--- src/rtl/ammrv_arb_2to1.sv ---
// Two-master to one-slave Avalon-MM arbiter with pipelined-read return steering.
// Define AMMRV_ARB_FIXED_PRIO_EN for fixed priority (master 0 wins ties); default is round-robin.
module ammrv_arb_2to1 #(
    parameter int P_LOG2PEND = 2
) (
    input  logic        clk,
    input  logic        reset_n,
    input  logic [31:0] s0_address,
    input  logic [3:0]  s0_byteenable,
    input  logic [31:0] s0_writedata,
    input  logic        s0_read,
    input  logic        s0_write,
    output logic        s0_waitrequest,
    output logic [31:0] s0_readdata,
    output logic        s0_readdatavalid,
    input  logic [31:0] s1_address,
    input  logic [3:0]  s1_byteenable,
    input  logic [31:0] s1_writedata,
    input  logic        s1_read,
    input  logic        s1_write,
    output logic        s1_waitrequest,
    output logic [31:0] s1_readdata,
    output logic        s1_readdatavalid,
    output logic [31:0] m_address,
    output logic [3:0]  m_byteenable,
    output logic [31:0] m_writedata,
    output logic        m_read,
    output logic        m_write,
    input  logic        m_waitrequest,
    input  logic [31:0] m_readdata,
    input  logic        m_readdatavalid,
    output logic        err_unexp_rdv
);

    localparam int DEPTH = 1 << P_LOG2PEND;
    localparam logic [P_LOG2PEND:0]   FULL_CNT = (P_LOG2PEND+1)'(DEPTH);
    localparam logic [P_LOG2PEND:0]   CNT_ONE  = (P_LOG2PEND+1)'(1);
    localparam logic [P_LOG2PEND-1:0] PTR_ONE  = P_LOG2PEND'(1);

    logic                  lock_q, lock_d;
    logic                  locked_id_q, locked_id_d;
    logic [DEPTH-1:0]      fifo_q, fifo_d;
    logic [P_LOG2PEND-1:0] wr_ptr_q, wr_ptr_d, rd_ptr_q, rd_ptr_d;
    logic [P_LOG2PEND:0]   count_q, count_d;
    logic                  err_q, err_d;
`ifndef AMMRV_ARB_FIXED_PRIO_EN
    logic                  last_winner_q, last_winner_d;
`endif

    logic req0, req1, gnt_vld, gnt_id, sel;
    logic g_read, g_write, rd_block, stall_g;
    logic m_read_int, accept, push, pop, empty, head;

    assign req0 = s0_read | s0_write;
    assign req1 = s1_read | s1_write;

    always_comb begin
        gnt_vld = 1'b0;
        gnt_id  = 1'b0;
        if (lock_q) begin
            gnt_vld = 1'b1;
            gnt_id  = locked_id_q;
        end else if (req0 && req1) begin
            gnt_vld = 1'b1;
`ifdef AMMRV_ARB_FIXED_PRIO_EN
            gnt_id  = 1'b0;
`else
            gnt_id  = ~last_winner_q;
`endif
        end else if (req0) begin
            gnt_vld = 1'b1;
            gnt_id  = 1'b0;
        end else if (req1) begin
            gnt_vld = 1'b1;
            gnt_id  = 1'b1;
        end
    end

    // With no grant the mux parks on master 0.
    assign sel        = gnt_vld & gnt_id;
    assign g_read     = gnt_vld & (sel ? s1_read  : s0_read);
    assign g_write    = gnt_vld & (sel ? s1_write : s0_write);
    assign rd_block   = (count_q == FULL_CNT);
    assign m_read_int = g_read & ~rd_block;
    assign stall_g    = m_waitrequest | (g_read & rd_block);
    assign accept     = (m_read_int | g_write) & ~m_waitrequest;

    assign empty = (count_q == '0);
    assign head  = fifo_q[rd_ptr_q];
    assign push  = accept & m_read_int;
    assign pop   = m_readdatavalid & ~empty;

    // Reset only gates the outputs so flop inputs stay free of the async reset net.
    assign m_address      = sel ? s1_address    : s0_address;
    assign m_byteenable   = sel ? s1_byteenable : s0_byteenable;
    assign m_writedata    = sel ? s1_writedata  : s0_writedata;
    assign m_read         = m_read_int & reset_n;
    assign m_write        = g_write & reset_n;
    assign s0_waitrequest = ~(gnt_vld & ~sel) | stall_g | ~reset_n;
    assign s1_waitrequest = ~(gnt_vld &  sel) | stall_g | ~reset_n;

    assign s0_readdatavalid = pop & ~head;
    assign s1_readdatavalid = pop &  head;
    assign s0_readdata      = m_readdata;
    assign s1_readdata      = m_readdata;
    assign err_unexp_rdv    = err_q;

    always_comb begin
        lock_d      = lock_q;
        locked_id_d = locked_id_q;
        if (accept) begin
            lock_d = 1'b0;
        end else if ((g_read | g_write) && stall_g) begin
            lock_d      = 1'b1;
            locked_id_d = sel;
        end
    end

    always_comb begin
        fifo_d   = fifo_q;
        wr_ptr_d = wr_ptr_q;
        rd_ptr_d = rd_ptr_q;
        count_d  = count_q;
        if (push) begin
            fifo_d[wr_ptr_q] = sel;
            wr_ptr_d         = wr_ptr_q + PTR_ONE;
        end
        if (pop) begin
            rd_ptr_d = rd_ptr_q + PTR_ONE;
        end
        case ({push, pop})
            2'b10:   count_d = count_q + CNT_ONE;
            2'b01:   count_d = count_q - CNT_ONE;
            default: count_d = count_q;
        endcase
        err_d = err_q | (m_readdatavalid & empty);
    end

    always_ff @(posedge clk or negedge reset_n) begin
        if (!reset_n) begin
            lock_q      <= 1'b0;
            locked_id_q <= 1'b0;
            fifo_q      <= '0;
            wr_ptr_q    <= '0;
            rd_ptr_q    <= '0;
            count_q     <= '0;
            err_q       <= 1'b0;
        end else begin
            lock_q      <= lock_d;
            locked_id_q <= locked_id_d;
            fifo_q      <= fifo_d;
            wr_ptr_q    <= wr_ptr_d;
            rd_ptr_q    <= rd_ptr_d;
            count_q     <= count_d;
            err_q       <= err_d;
        end
    end

`ifndef AMMRV_ARB_FIXED_PRIO_EN
    assign last_winner_d = accept ? sel : last_winner_q;

    // Starting at 1 lets master 0 win the first tie.
    always_ff @(posedge clk or negedge reset_n) begin
        if (!reset_n) begin
            last_winner_q <= 1'b1;
        end else begin
            last_winner_q <= last_winner_d;
        end
    end
`endif

endmodule

--- config.mk ---
export PLATFORM = sky130hd
export DESIGN_NAME = ammrv_arb_2to1
export DESIGN_NICKNAME = d
export VERILOG_FILES = /design/src/rtl/ammrv_arb_2to1.sv
export SDC_FILE = /design/constraint.sdc
export NUM_CORES = 1
export LEC_CHECK = 0
export CAP_MARGIN = 10
export CORE_AREA = 2 2 123 125
export CTS_CLUSTER_DIAMETER = 50
export DETAILED_ROUTE_END_ITERATION = 10
export DIE_AREA = 0 0 125 127
export GPL_TIMING_DRIVEN = 1
export PLACE_DENSITY = 0.66
export SLEW_MARGIN = 15
export SYNTH_ARGS = -nofsm -noshare
export SYNTH_HDL_FRONTEND = slang
export SYNTH_SLANG_ARGS = --single-unit
export TNS_END_PERCENT = 100
--- constraint.sdc ---
create_clock -name clk -period 6.6 [get_ports clk]
set_clock_uncertainty 0.15 [all_clocks]
set_input_delay 0.66 -clock clk [delete_from_list [all_inputs] [get_ports clk]]
set_output_delay 0.66 -clock clk [all_outputs]
set_load 0.03 [all_outputs]
==> impl_metrics.json <==
{
  "ys_seq_elements": 15,
  "synthArstFlopShare_pct": 100,
  "irDropWorstVdd_mv": 0.219,
  "cts.repair.resized": 0,
  "wire_per_inst_um": 18.6,
  "p_leak_uw": 0.00159,
  "p_int_uw": 877,
  "finalHoldViolations": 0,
  "fin_setup_tns_ps": 0,
  "drive_above_1_share_pct": 22.3,
  "io_pins": 315,
  "core_um2": 14400,
  "total_power_uw": 1640,
  "vias": 2242,
  "slew_headroom_pct": 38.6,
  "grt_pass1_vias": 2384,
  "dp.final_hpwl_mm": 9.10,
  "grt_pass1_wl_mm": 14.8,
  "fmax_mhz": 228,
  "p_clk_share_pct": 7.2,
  "met2_length_mm": 4.72,
  "syn_inst": 232,
  "dr.pass1.iters": 4,
  "min_period_ps": 4380,
  "startpoint": "s0_read",
  "final-setup-viol-count": 0,
  "cts_buffers": 3,
  "slew_violations": 0,
  "grt-ovfl-total": 0,
  "drt_iter0_markers": 64,
  "nets": 564,
  "rsz0062_at_grt": "false",
  "ant_nets": 0,
  "ys.warnings.count": 0,
  "start_util_pct": 15.7,
  "die_area_um2": 15900,
  "htree_levels": 1,
  "antenna_found_initial": 3,
  "fp.dieH_um": 127,
  "required_ps": 5790,
  "hp-class": "reg2reg",
  "synth_ff_type": "dfrtp_1",
  "seqCellArea_um2": 377,
  "synth_top_area_share_pct": 36.3,
  "highest_layer": "met5",
  "synth_fp_nets": 414,
  "cp-start-kind": "primary input",
  "status": "completed",
  "worstPathArrival_ps": 3570,
  "tightestPinTransition_ps": 921,
  "crit_type": "in2out",
  "sw_frac_of_total_pct": 46.5,
  "dieWidth_um": 125,
  "num-fill-cells": 1486,
  "multi_input_area_um2": 1320,
  "synthDistinctLibCells": 38,
  "wl_mm": 10.6,
  "timing.final.crit_share_pct": 66.4,
  "worstSkewPairLatency_ps": 240,
  "clockBufferDepth": 2,
  "synth_area_um2": 2270,
  "dr_wl_met3_mm": 1.57,
  "cap_viol_max_count": 0,
  "place.gp.congestion": 0.825,
  "portBuffers": 218,
  "p_sw_uw": 762,
  "r2r-start": "lock_q$_DFFE_PN0P_",
  "drcViolationCount": 0,
  "worstHoldStart": "err_unexp_rdv$_DFF_PN0_",
  "powerDensity_nw_per_um2": 388,
  "holdBufCountCts": 0,
  "synth_edf_count": 0,
  "post_cts_buffers": 0,
  "syn_to_final_growth_pct": 86.5,
  "synthTopCellsByArea": "mux2_2 36%, buf_4 23%, dfrtp_1 15%, ha_1 2.8%, xnor2_1 1.5%",
  "wl_met1_mm": 4.11,
  "path_max_fanout": 75,
  "post-synth-top-count-cell": "mux2_2",
  "track_usage_pct": 12.2,
  "power_frac_comb_pct": 81.2,
  "synth_common_cells": "73 x mux2_2, 69 x buf_4, 14 x dfrtp_1",
  "clock_sinks": 15,
  "path_clk_slew_ps": 50,
  "p_seq_share_pct": 11.6,
  "grt_max_degree": 76,
  "syn_avg_cell_area_um2": 9.77,
  "yosys.area.top_type": "mux2_2",
  "ys_seq_area_share_pct": 16.6,
  "viasPerCell": 3.96,
  "endpoint_kind": "output port",
  "num_rows": 44,
  "cts_tree": "done",
  "ctsRootBufferMaster": "clkbuf_16"
}
[per-layer routing]
metal	vias up	track usage (%)
met3	16	7.91
li1	1040	-
met2	171	19.1
met5	-	0
met1	1011	14.1
met4	4	2.16
[sequential cells by signal (all words and copies together) (netlist names)]
name / count
rd_ptr_q: 2
locked_id_q: 1
last_winner_q: 1
err_unexp_rdv: 1
count_q: 3
wr_ptr_q: 2
fifo_q: 4
lock_q: 1
[final timing paths]
check	to	slack (ps)	depth (start not counted)
hold / removal	err_unexp_rdv$_DFF_PN0_	300	1
min in group asynchronous	lock_q$_DFFE_PN0P_	740	1
hold reg to reg	err_unexp_rdv$_DFF_PN0_	300	1
setup reg to reg	count_q[1]$_DFFE_PN0P_	3730	8
max in group asynchronous	fifo_q[1]$_DFFE_PN0P_	5060	1
setup / recovery	m_address[23]	2220	7
[logic make-up (layout without fill, tap and decap cells)]
group	Yosys count	count (layout)	share of synthesized area, %
buffers and inverters	81	230	25.7
xor gates and xnor gates	6	6	2.32
muxes	77	77	38.8
and+or+nand+nor	36	36	9.22
adders and majority gates	6	6	3.64
AOI/OAI and AO/OA	11	11	3.70
other	0	1	0
DFF	15	15	16.6
[area by class of cell]
type / instances / area share [%]
multi-input combinational: 136 / 31.3
timing repair buffer: 219 / 51.8
clock buffer: 3 / 1.78
sequential: 15 / 8.91
inverter: 7 / 0.622
tap: 184 / 5.45
antenna: 1 / 0.0592
clock inverter: 1 / 0.118
[power by group through the flow]
stage,Sequential (µW),Clock [µW],Combinational [µW]
after floorplan,177,0,946
after global placement,183,0,1320
after detailed placement,191,0,1340
after CTS,191,122,1350
after global routing,197,125,1410
final,190,118,1330
[worst max-delay path, stage by stage]
cell             delay, ps
clkdlybuf4s50_1        480
nor2_1                 250
nor2b_1                110
o31ai_4                210
buf_4                  740
mux2_2                 460
clkdlybuf4s50_1        610
[per-stage QoR]
| step | hold WS (ps) | worst slack, ps | util (%) | area (µm²) | std cells |
|---|---|---|---|---|---|
| floorplan | 214 | 3750 | - | 2270 | 232 |
| global placement | 293 | 2290 | 28.7 | 4140 | 561 |
| detailed placement | 293 | 2200 | 28.7 | 4140 | 561 |
| CTS | 312 | 2190 | 29.3 | 4220 | 565 |
| global route | 347 | 2070 | 29.3 | 4220 | 565 |
| finish | 304 | 2220 | 29.3 | 4230 | 566 |
[placed cells by master, fill, tap and decap left out, types with 2 or more instances in the layout]
| cell type | synthesis | final |
|---|---|---|
| clkdlybuf4s50_1 | 0 | 218 |
| nand4b_1 | 2 | 2 |
| clkbuf_16 | 0 | 3 |
| nor2_1 | 9 | 9 |
| dfrtp_1 | 14 | 14 |
| a21oi_1 | 2 | 2 |
| xnor2_1 | 4 | 4 |
| o21ai_0 | 2 | 2 |
| nand2_1 | 9 | 9 |
| mux2_2 | 73 | 73 |
| nand2b_1 | 2 | 2 |
| mux2i_1 | 2 | 2 |
| inv_1 | 7 | 7 |
| nor3_1 | 3 | 3 |
| xor2_1 | 2 | 2 |
| ha_1 | 5 | 5 |
Note: power is estimated with default switching activity, not from simulation.
